[config.mk]
export PLATFORM = sky130hd
export DESIGN_NAME = hazard_scoreboard
export DESIGN_NICKNAME = d
export VERILOG_FILES = /design/src/rtl/hazard_scoreboard_pkg.sv /design/src/rtl/hazard_operand_check.sv /design/src/rtl/hazard_scoreboard.sv
export SDC_FILE = /design/constraint.sdc
export NUM_CORES = 1
export LEC_CHECK = 0
export BUFFER_PORTS_ARGS = -buffer_cell sky130_fd_sc_hd__buf_2
export CORE_UTILIZATION = 40
export DETAILED_ROUTE_END_ITERATION = 10
export PLACE_DENSITY = 0.78
export SYNTH_ARGS = -nofsm -noshare
export SYNTH_HDL_FRONTEND = slang
export SYNTH_SLANG_ARGS = --single-unit
[constraint.sdc]
create_clock -name clk -period 3.8 [get_ports clk]
set_input_delay 0.57 -clock clk [delete_from_list [all_inputs] [get_ports clk]]
set_output_delay 0.57 -clock clk [all_outputs]
set_load 0.005 [all_outputs]
[src/rtl/hazard_scoreboard_pkg.sv]
// Shared constants and encodings for the hazard scoreboard: Tuse/Tnew codes
// and multiply/divide operation codes.
package hazard_scoreboard_pkg;

    localparam int TUSE_D    = 0;
    localparam int TUSE_E    = 1;
    localparam int TUSE_M    = 2;
    localparam int TUSE_NONE = 3;

    localparam int TNEW_ALU  = 1;
    localparam int TNEW_LOAD = 2;
    localparam int TNEW_LINK = 0;

    typedef enum logic [1:0] {
        MD_NONE = 2'b00,
        MD_MULT = 2'b01,
        MD_DIV  = 2'b10,
        MD_RSVD = 2'b11
    } md_op_e;

    // Scoreboard entry at the default widths (REG_W = 5, T_W = 2).
    typedef struct packed {
        logic [4:0] dst;
        logic [1:0] tnew;
        md_op_e     md_op;
    } sb_entry_t;

endpackage

[src/rtl/hazard_operand_check.sv]
// Youngest-match operand hazard test for one source register against the
// E/M/W scoreboard destinations.
module hazard_operand_check #(
    parameter int REG_W = 5,
    parameter int T_W   = 2
) (
    input  logic             valid,
    input  logic [REG_W-1:0] src,
    input  logic [T_W-1:0]   tuse,
    input  logic [REG_W-1:0] e_dst,
    input  logic [T_W-1:0]   e_tnew,
    input  logic [REG_W-1:0] m_dst,
    input  logic [T_W-1:0]   m_tnew,
    input  logic [REG_W-1:0] w_dst,
    output logic             hazard
);

    // A younger match shadows older ones; a W match is always ready.
    always_comb begin
        hazard = 1'b0;
        if (valid && (src != '0) && (tuse != '1)) begin
            if (src == e_dst)
                hazard = (e_tnew > tuse);
            else if (src == m_dst)
                hazard = (m_tnew > tuse);
            else if (src == w_dst)
                hazard = 1'b0;
        end
    end

endmodule

[src/rtl/hazard_scoreboard.sv]
// Pipeline stall unit: per-stage destination/Tnew scoreboard for E, M and W
// plus a busy counter for the multi-cycle multiply/divide unit.
module hazard_scoreboard
    import hazard_scoreboard_pkg::*;
#(
    parameter int REG_W       = 5,
    parameter int T_W         = 2,
    parameter int MULT_CYCLES = 5,
    parameter int DIV_CYCLES  = 10
) (
    input  logic             clk,
    input  logic             reset_n,
    input  logic             d_valid,
    input  logic [REG_W-1:0] d_rs,
    input  logic [REG_W-1:0] d_rt,
    input  logic [T_W-1:0]   d_tuse_rs,
    input  logic [T_W-1:0]   d_tuse_rt,
    input  logic [REG_W-1:0] d_dst,
    input  logic [T_W-1:0]   d_tnew,
    input  logic [1:0]       d_md_op,
    input  logic             d_hilo_use,
    output logic             pc_en,
    output logic             d_en,
    output logic             e_flush,
    output logic             stall,
    output logic [REG_W-1:0] e_dst,
    output logic [REG_W-1:0] m_dst,
    output logic [REG_W-1:0] w_dst,
    output logic [T_W-1:0]   e_tnew,
    output logic [T_W-1:0]   m_tnew,
    output logic             md_start,
    output logic             md_busy
);

    localparam int MAX_CYCLES = (DIV_CYCLES > MULT_CYCLES) ? DIV_CYCLES : MULT_CYCLES;
    localparam int CNT_W      = $clog2(MAX_CYCLES + 1);

    typedef struct packed {
        logic [REG_W-1:0] dst;
        logic [T_W-1:0]   tnew;
        md_op_e           md_op;
    } entry_t;

    entry_t           e_entry;
    logic [CNT_W-1:0] cnt;
    md_op_e           d_md;
    logic             rs_hazard;
    logic             rt_hazard;
    logic             hilo_hazard;

    function automatic logic [T_W-1:0] sat_dec(input logic [T_W-1:0] t);
        return (t == '0) ? '0 : t - T_W'(1);
    endfunction

    assign d_md = (d_md_op == MD_RSVD) ? MD_NONE : md_op_e'(d_md_op);

    hazard_operand_check #(.REG_W(REG_W), .T_W(T_W)) u_rs_check (
        .valid  (d_valid),
        .src    (d_rs),
        .tuse   (d_tuse_rs),
        .e_dst  (e_entry.dst),
        .e_tnew (e_entry.tnew),
        .m_dst  (m_dst),
        .m_tnew (m_tnew),
        .w_dst  (w_dst),
        .hazard (rs_hazard)
    );

    hazard_operand_check #(.REG_W(REG_W), .T_W(T_W)) u_rt_check (
        .valid  (d_valid),
        .src    (d_rt),
        .tuse   (d_tuse_rt),
        .e_dst  (e_entry.dst),
        .e_tnew (e_entry.tnew),
        .m_dst  (m_dst),
        .m_tnew (m_tnew),
        .w_dst  (w_dst),
        .hazard (rt_hazard)
    );

    assign md_start    = (e_entry.md_op != MD_NONE);
    assign md_busy     = (cnt != '0);
    assign hilo_hazard = d_valid && (d_hilo_use || (d_md != MD_NONE)) && (md_busy || md_start);

    assign stall   = rs_hazard | rt_hazard | hilo_hazard;
    assign pc_en   = !stall;
    assign d_en    = !stall;
    assign e_flush = stall;
    assign e_dst   = e_entry.dst;
    assign e_tnew  = e_entry.tnew;

    always_ff @(posedge clk) begin
        if (!reset_n) begin
            e_entry <= '0;
            m_dst   <= '0;
            m_tnew  <= '0;
            w_dst   <= '0;
            cnt     <= '0;
        end else begin
            if (d_valid && !stall) begin
                e_entry.dst   <= d_dst;
                e_entry.tnew  <= d_tnew;
                e_entry.md_op <= d_md;
            end else begin
                e_entry <= '0;
            end
            m_dst  <= e_entry.dst;
            m_tnew <= sat_dec(e_entry.tnew);
            w_dst  <= m_dst;
            // A new mult/div in E always reloads, even over a running count.
            case (e_entry.md_op)
                MD_MULT: cnt <= CNT_W'(MULT_CYCLES);
                MD_DIV:  cnt <= CNT_W'(DIV_CYCLES);
                default: if (cnt != '0) cnt <= cnt - CNT_W'(1);
            endcase
        end
    end

endmodule

# After elaboration in Yosys (flattened, before gate mapping)

Index checks and enable logic that the tools add are counted.

$add $sub $neg: 2
Bitwise gates (word level): 3
Div/mod/pow operators: 0
Multiplexer cells: 9
Reduce and logical (&&, ||, !) cells: 19
Multipliers: 0
Shift operators: 0
$lt $le $gt $ge: 4
Eq/ne operators: 9

Operator list:

| kind                                                               | count |
|---|---|
| 5-bit == test                                                      | 4 |
| 5-bit nonzero test                                                 | 2 |
| 2-bit greater-than comparator                                      | 4 |
| 4-bit one-hot mux with 2 select lines                              | 1 |
| 1-bit logical AND                                                  | 7 |
| 1-bit two-way mux                                                  | 6 |
| 2-bit == test, second input constant                               | 2 |
| 4-bit two-way mux                                                  | 1 |
| 2-bit inequality test, second input constant                       | 2 |
| 2-bit nonzero test                                                 | 2 |
| 4-bit nonzero test                                                 | 1 |
| 4-bit by 1-bit subtractor with 4-bit output, second input constant | 1 |
| 3-bit nonzero test                                                 | 1 |
| 2-bit by 1-bit == test with 1-bit output, second input constant    | 1 |
| 2-bit zero test                                                    | 1 |
| 1-bit logical OR                                                   | 2 |
| 2-bit two-way mux                                                  | 1 |
| 1-bit bitwise OR                                                   | 2 |
| 2-bit AND reduction                                                | 1 |
| 2-bit OR reduction                                                 | 1 |
| 2-bit by 1-bit subtractor with 2-bit output, second input constant | 1 |
| 1-bit zero test                                                    | 1 |
| 1-bit NOT                                                          | 1 |

Bits in writable memories: 0
Latch bits: 0
Word-level logic and storage cells: 53
Memory bits (read-only): 0
Flip-flop bits (word level): 25
Memories kept: 0

# Depth between registers and ports, before layout

Depth in word-level cells: 10
Gate-level depth with buffers: 9
Gate-level depth less buffers: 9

# Hierarchy

Synthesis repeated with hierarchy kept, for this count alone.

Cells, all modules: 165
Area total of the unflattened synthesis: 1,496.4 µm²

By module, submodules not included:

| module               | times used | cells an instance | area each (µm²) |
|---|---|---|---|
| hazard_scoreboard    | 1          | 101               | 1,026.0 |
| hazard_operand_check | 2          | 32                | 235.2 |

# Least setup slack after synthesis

No wires, ideal clock.

Path type: input to output
Start: input d_tuse_rt[1]
End: output pc_en
Required time: 3.230 ns
Slack: 0.990 ns
Arrival: 2.240 ns
Cell stages on the path: 9
Path buffers: 1
Path through: inv_1 > ha_1 > nand2_1 > nand4_1 > or4_1 > mux2_2 > o21ai_2 > inv_2 > buf_4

Cells in the longest elaborated chain, start to end: 7

Ends and longest elaborated chain:

| item                              | RTL line                   | text |
|---|---|---|
| start: declaration                | hazard_scoreboard.sv:17    | `input logic [T_W-1:0] d_tuse_rt,` |
| 2-bit greater-than comparator     | hazard_operand_check.sv:25 | `hazard = (m_tnew > tuse);` |
| 1-bit two-way mux                 | hazard_operand_check.sv:24 | `else if (src == m_dst)` |
| 1-bit two-way mux                 | hazard_operand_check.sv:22 | `if (src == e_dst)` |
| 1-bit two-way mux (*)             | hazard_operand_check.sv:21 | `if (valid && (src != '0) && (tuse != '1)) begin` |
| 1-bit bitwise OR (*) (2 in a row) | hazard_scoreboard.sv:85    | `assign stall = rs_hazard \| rt_hazard \| hilo_hazard;` |
| net e_flush                       | hazard_scoreboard.sv:24    | `output logic e_flush,` |
| 1-bit zero test (*)               | -                          |  |
| end: declaration                  | hazard_scoreboard.sv:22    | `output logic pc_en,` |

The timed path passes the listed nets; every way through them passes the cells marked *.

# Worst setup path after layout

Start: input d_tuse_rt[1]
End: output d_en

Cells in the longest elaborated chain, start to end: 7

Ends and longest elaborated chain:

| item                              | RTL line                   | text |
|---|---|---|
| 2-bit greater-than comparator     | hazard_operand_check.sv:25 |  |
| 1-bit two-way mux                 | hazard_operand_check.sv:24 |  |
| 1-bit two-way mux                 | hazard_operand_check.sv:22 |  |
| 1-bit two-way mux (*)             | hazard_operand_check.sv:21 |  |
| 1-bit bitwise OR (*) (2 in a row) | hazard_scoreboard.sv:85    |  |
| 1-bit zero test (*)               | hazard_scoreboard.sv:87    | `assign d_en = !stall;` |
| end: declaration                  | hazard_scoreboard.sv:23    | `output logic d_en,` |

Mark *: on every way between the ends. The rest lies on a longest branch, timed or not.

==> run metrics <==
minimum hold slack between 0.4 and 0.5 ns; post-synthesis register bit count 25; port bufs 51; antenna-violating nets left 0; FF-to-FF End e_dst[3]$_SDFF_PN0_; WHS Endpoint m_tnew[0]$_SDFF_PP0_; area share of the leading cell type in the synthesized netlist 0.347; final core utilization 0.504; Clock Skew 0.0106 ns; drt wl/cell approximately 12 um; vias in the first global route between 1,000 and 1,500; Post-Syn Instances between 150 and 200; hold depth 1; DR DRC count 0; CP Class in2out; Pins Over Slew Limit 0; clock sink count 25; top-count cell post-synth dfxtp_1; Post-synth EDFFs 0; WP data required 3.23 ns; Reg power frac 0.471; share of cells above drive strength 1 0.286; internal power 444 uW; Slew headroom 0.605; Reg2Reg Setup Slack 1.62 ns; CTS-repair resized insts 0; hold_buf cts 0; Critical Path AT 2.40 ns; Worst-path clk slew ~0.12 ns; Worst Setup End Kind output pin; H-Tree Depth 1; clk buf depth 2; CTS tree built; initial antenna violation count 0; global-route wire length before repair 4520 um; synth unique cells 30; NetSw 220 uW; Post-synth ARST share 0; max cap viols 0; Post-Syn Nets slightly above 200; ys flop type dfxtp_1; status finished, final reports clean; met2 GRT Util 0.240; RePlAce Congestion 0.925; clock power share 0.175; HP Start e_tnew[0]$_SDFF_PN0_; Max VDD drop about 0.00021 V; Post-Route WL 2890 um; router iterations before antenna repair 4; reg2reg path depth 9; routed via count 1,160; post-synth top area cell dfxtp_1; fmax 337 MHz; Initial DRC Count 28; postcts setup bufs 0; CTS buffer count 3; Sw Share 0.331; Die Ht roughly 62 um; Starting Density 0.426; largest net degree at the start of global routing 17; Clk Latency, worst-skew pair 0.31 ns; Total Neg Setup Slack 0 ns; ant diodes 0; Crit Path Max Fanout 11; post-synthesis sequential area ratio 0.347; worst min path class reg2reg; RSZ-0062 raised after global routing false; GRT overflow 0; Synth area leaders dfxtp_1, ha_1, xnor2_1; pwr/cell area about 390 nW/um2; P&R area growth vs syn 18.3%; met1 Use GR 0.226; DR vias/cell 4.66; post-DP HPWL 2380 um; Final period util 0.780; final net count approximately 250; area of the mapped netlist 1440 um2; Hold Vio Cnt, Final 0; Setup violations, final 0; GRT Total Usage 0.160; startpoint types input pin; worst r2r src m_tnew[0]$_SDFF_PP0_; root buf cell clkbuf_4; FILL cells approximately 320; Die Area 3850 um2; Core Region 3390 um2; combinational fraction of design power 0.354; Final min period about 3 ns; row count 21; post-synthesis average cell area around 9.1 um2; I/O pins 52; die width 62.1 um; Worst Tran Pin Value 0.588 ns; synth cell count leaders dfxtp_1, ha_1, inv_1; Syn. warnings 0; GR peak layer met2; met3 Track Usage GR 0.0228; Pleak 0.000867 uW
layout by cell type (no fill, tap or decap), drive strengths merged:
cell / synthesis / final
xnor2: 12 / 12
and3: 10 / 10
mux2: 1 / 1
and2: 11 / 11
a221oi: 2 / 2
o211a: 1 / 1
a21oi: 3 / 3
nand2b: 2 / 2
o21ai: 5 / 5
ha: 16 / 16
o221ai: 1 / 1
nor4: 1 / 1
nor3: 6 / 6
nand4: 1 / 1
buf: 10 / 51
nor2: 3 / 3
or4: 4 / 4
nand2: 8 / 8
nor2b: 5 / 5
xor2: 10 / 10
clkbuf: 1 / 4
nand3: 2 / 2
dfxtp: 25 / 25
inv: 16 / 16
o211ai: 3 / 3
worst max-delay path: stages:
cell	delay, ns
buf_2	0.09
inv_1	0.05
ha_1	0.30
nand2_1	0.08
nand4_1	0.08
or4_1	0.51
mux2_2	0.28
o21ai_2	0.19
inv_2	0.11
buf_2	0.14
flip-flops by register name, indices dropped and copies added (netlist names):
register	cells
e_dst	5
m_dst	5
w_dst	5
cnt	4
e_entry	2
e_tnew	2
m_tnew	2
worst max path at each step:
| stage | startpoint | slack [ns] | cells past startpoint | endpoint |
|---|---|---|---|---|
| floorplan | d_tuse_rt[1] | 0.99 | 9 | pc_en |
| global placement | d_tuse_rt[1] | 0.85 | 10 | pc_en |
| detailed placement | d_tuse_rt[1] | 0.83 | 10 | d_en |
| CTS | d_tuse_rt[1] | 0.82 | 10 | d_en |
| global route | m_tnew[0]$_SDFF_PP0_ | 0.68 | 9 | pc_en |
| finish | d_tuse_rt[1] | 0.83 | 10 | d_en |
cells by family after synthesis:
logic type | after synthesis | synth area share
AOI/OAI and AO/OA | 15 | 0.0711
muxes | 1 | 0.00781
DFF | 25 | 0.347
and+or+nand+nor | 53 | 0.208
adders and majority gates | 16 | 0.139
buffers and inverters | 27 | 0.0937
xor gates and xnor gates | 22 | 0.134
layer usage:
| metal | wire length (um) | vias to the layer above | share of wire |
|---|---|---|---|
| li1 | - | 612 | - |
| met1 | 1420 | 509 | 0.49 |
| met2 | 1270 | 33 | 0.44 |
| met3 | 133 | 6 | 0.046 |
| met4 | 65 | 0 | 0.022 |
| met5 | 0 | - | 0 |
per-stage QoR:
step	instance area (um2)	power (uW)	instances	setup slack (ns)
5_1_grt	1710	717	249	0.682
3_3_place_gp	1680	550	245	0.848
3_5_place_dp	1680	555	245	0.830
2_1_floorplan	1440	489	159	0.990
4_1_cts	1710	672	249	0.823
6_report	1710	664	249	0.835
power groups by stage:
stage	logic (uW)	clock network, uW	registers [uW]
2_1_floorplan	176	0	313
3_3_place_gp	232	0	318
3_5_place_dp	237	0	319
4_1_cts	238	121	313
5_1_grt	271	129	317
6_report	235	116	313
final cells by class:
| class | instances | area, um2 | area share |
|---|---|---|---|
| sequential | 25 | 500 | 0.293 |
| clock buffer | 4 | 26.3 | 0.0154 |
| timing repair buffer | 51 | 255 | 0.150 |
| tap | 46 | 57.6 | 0.0337 |
| multi-input combinational | 107 | 807 | 0.473 |
| inverter | 16 | 60.1 | 0.0352 |
Note: power is estimated with default switching activity, not from simulation.
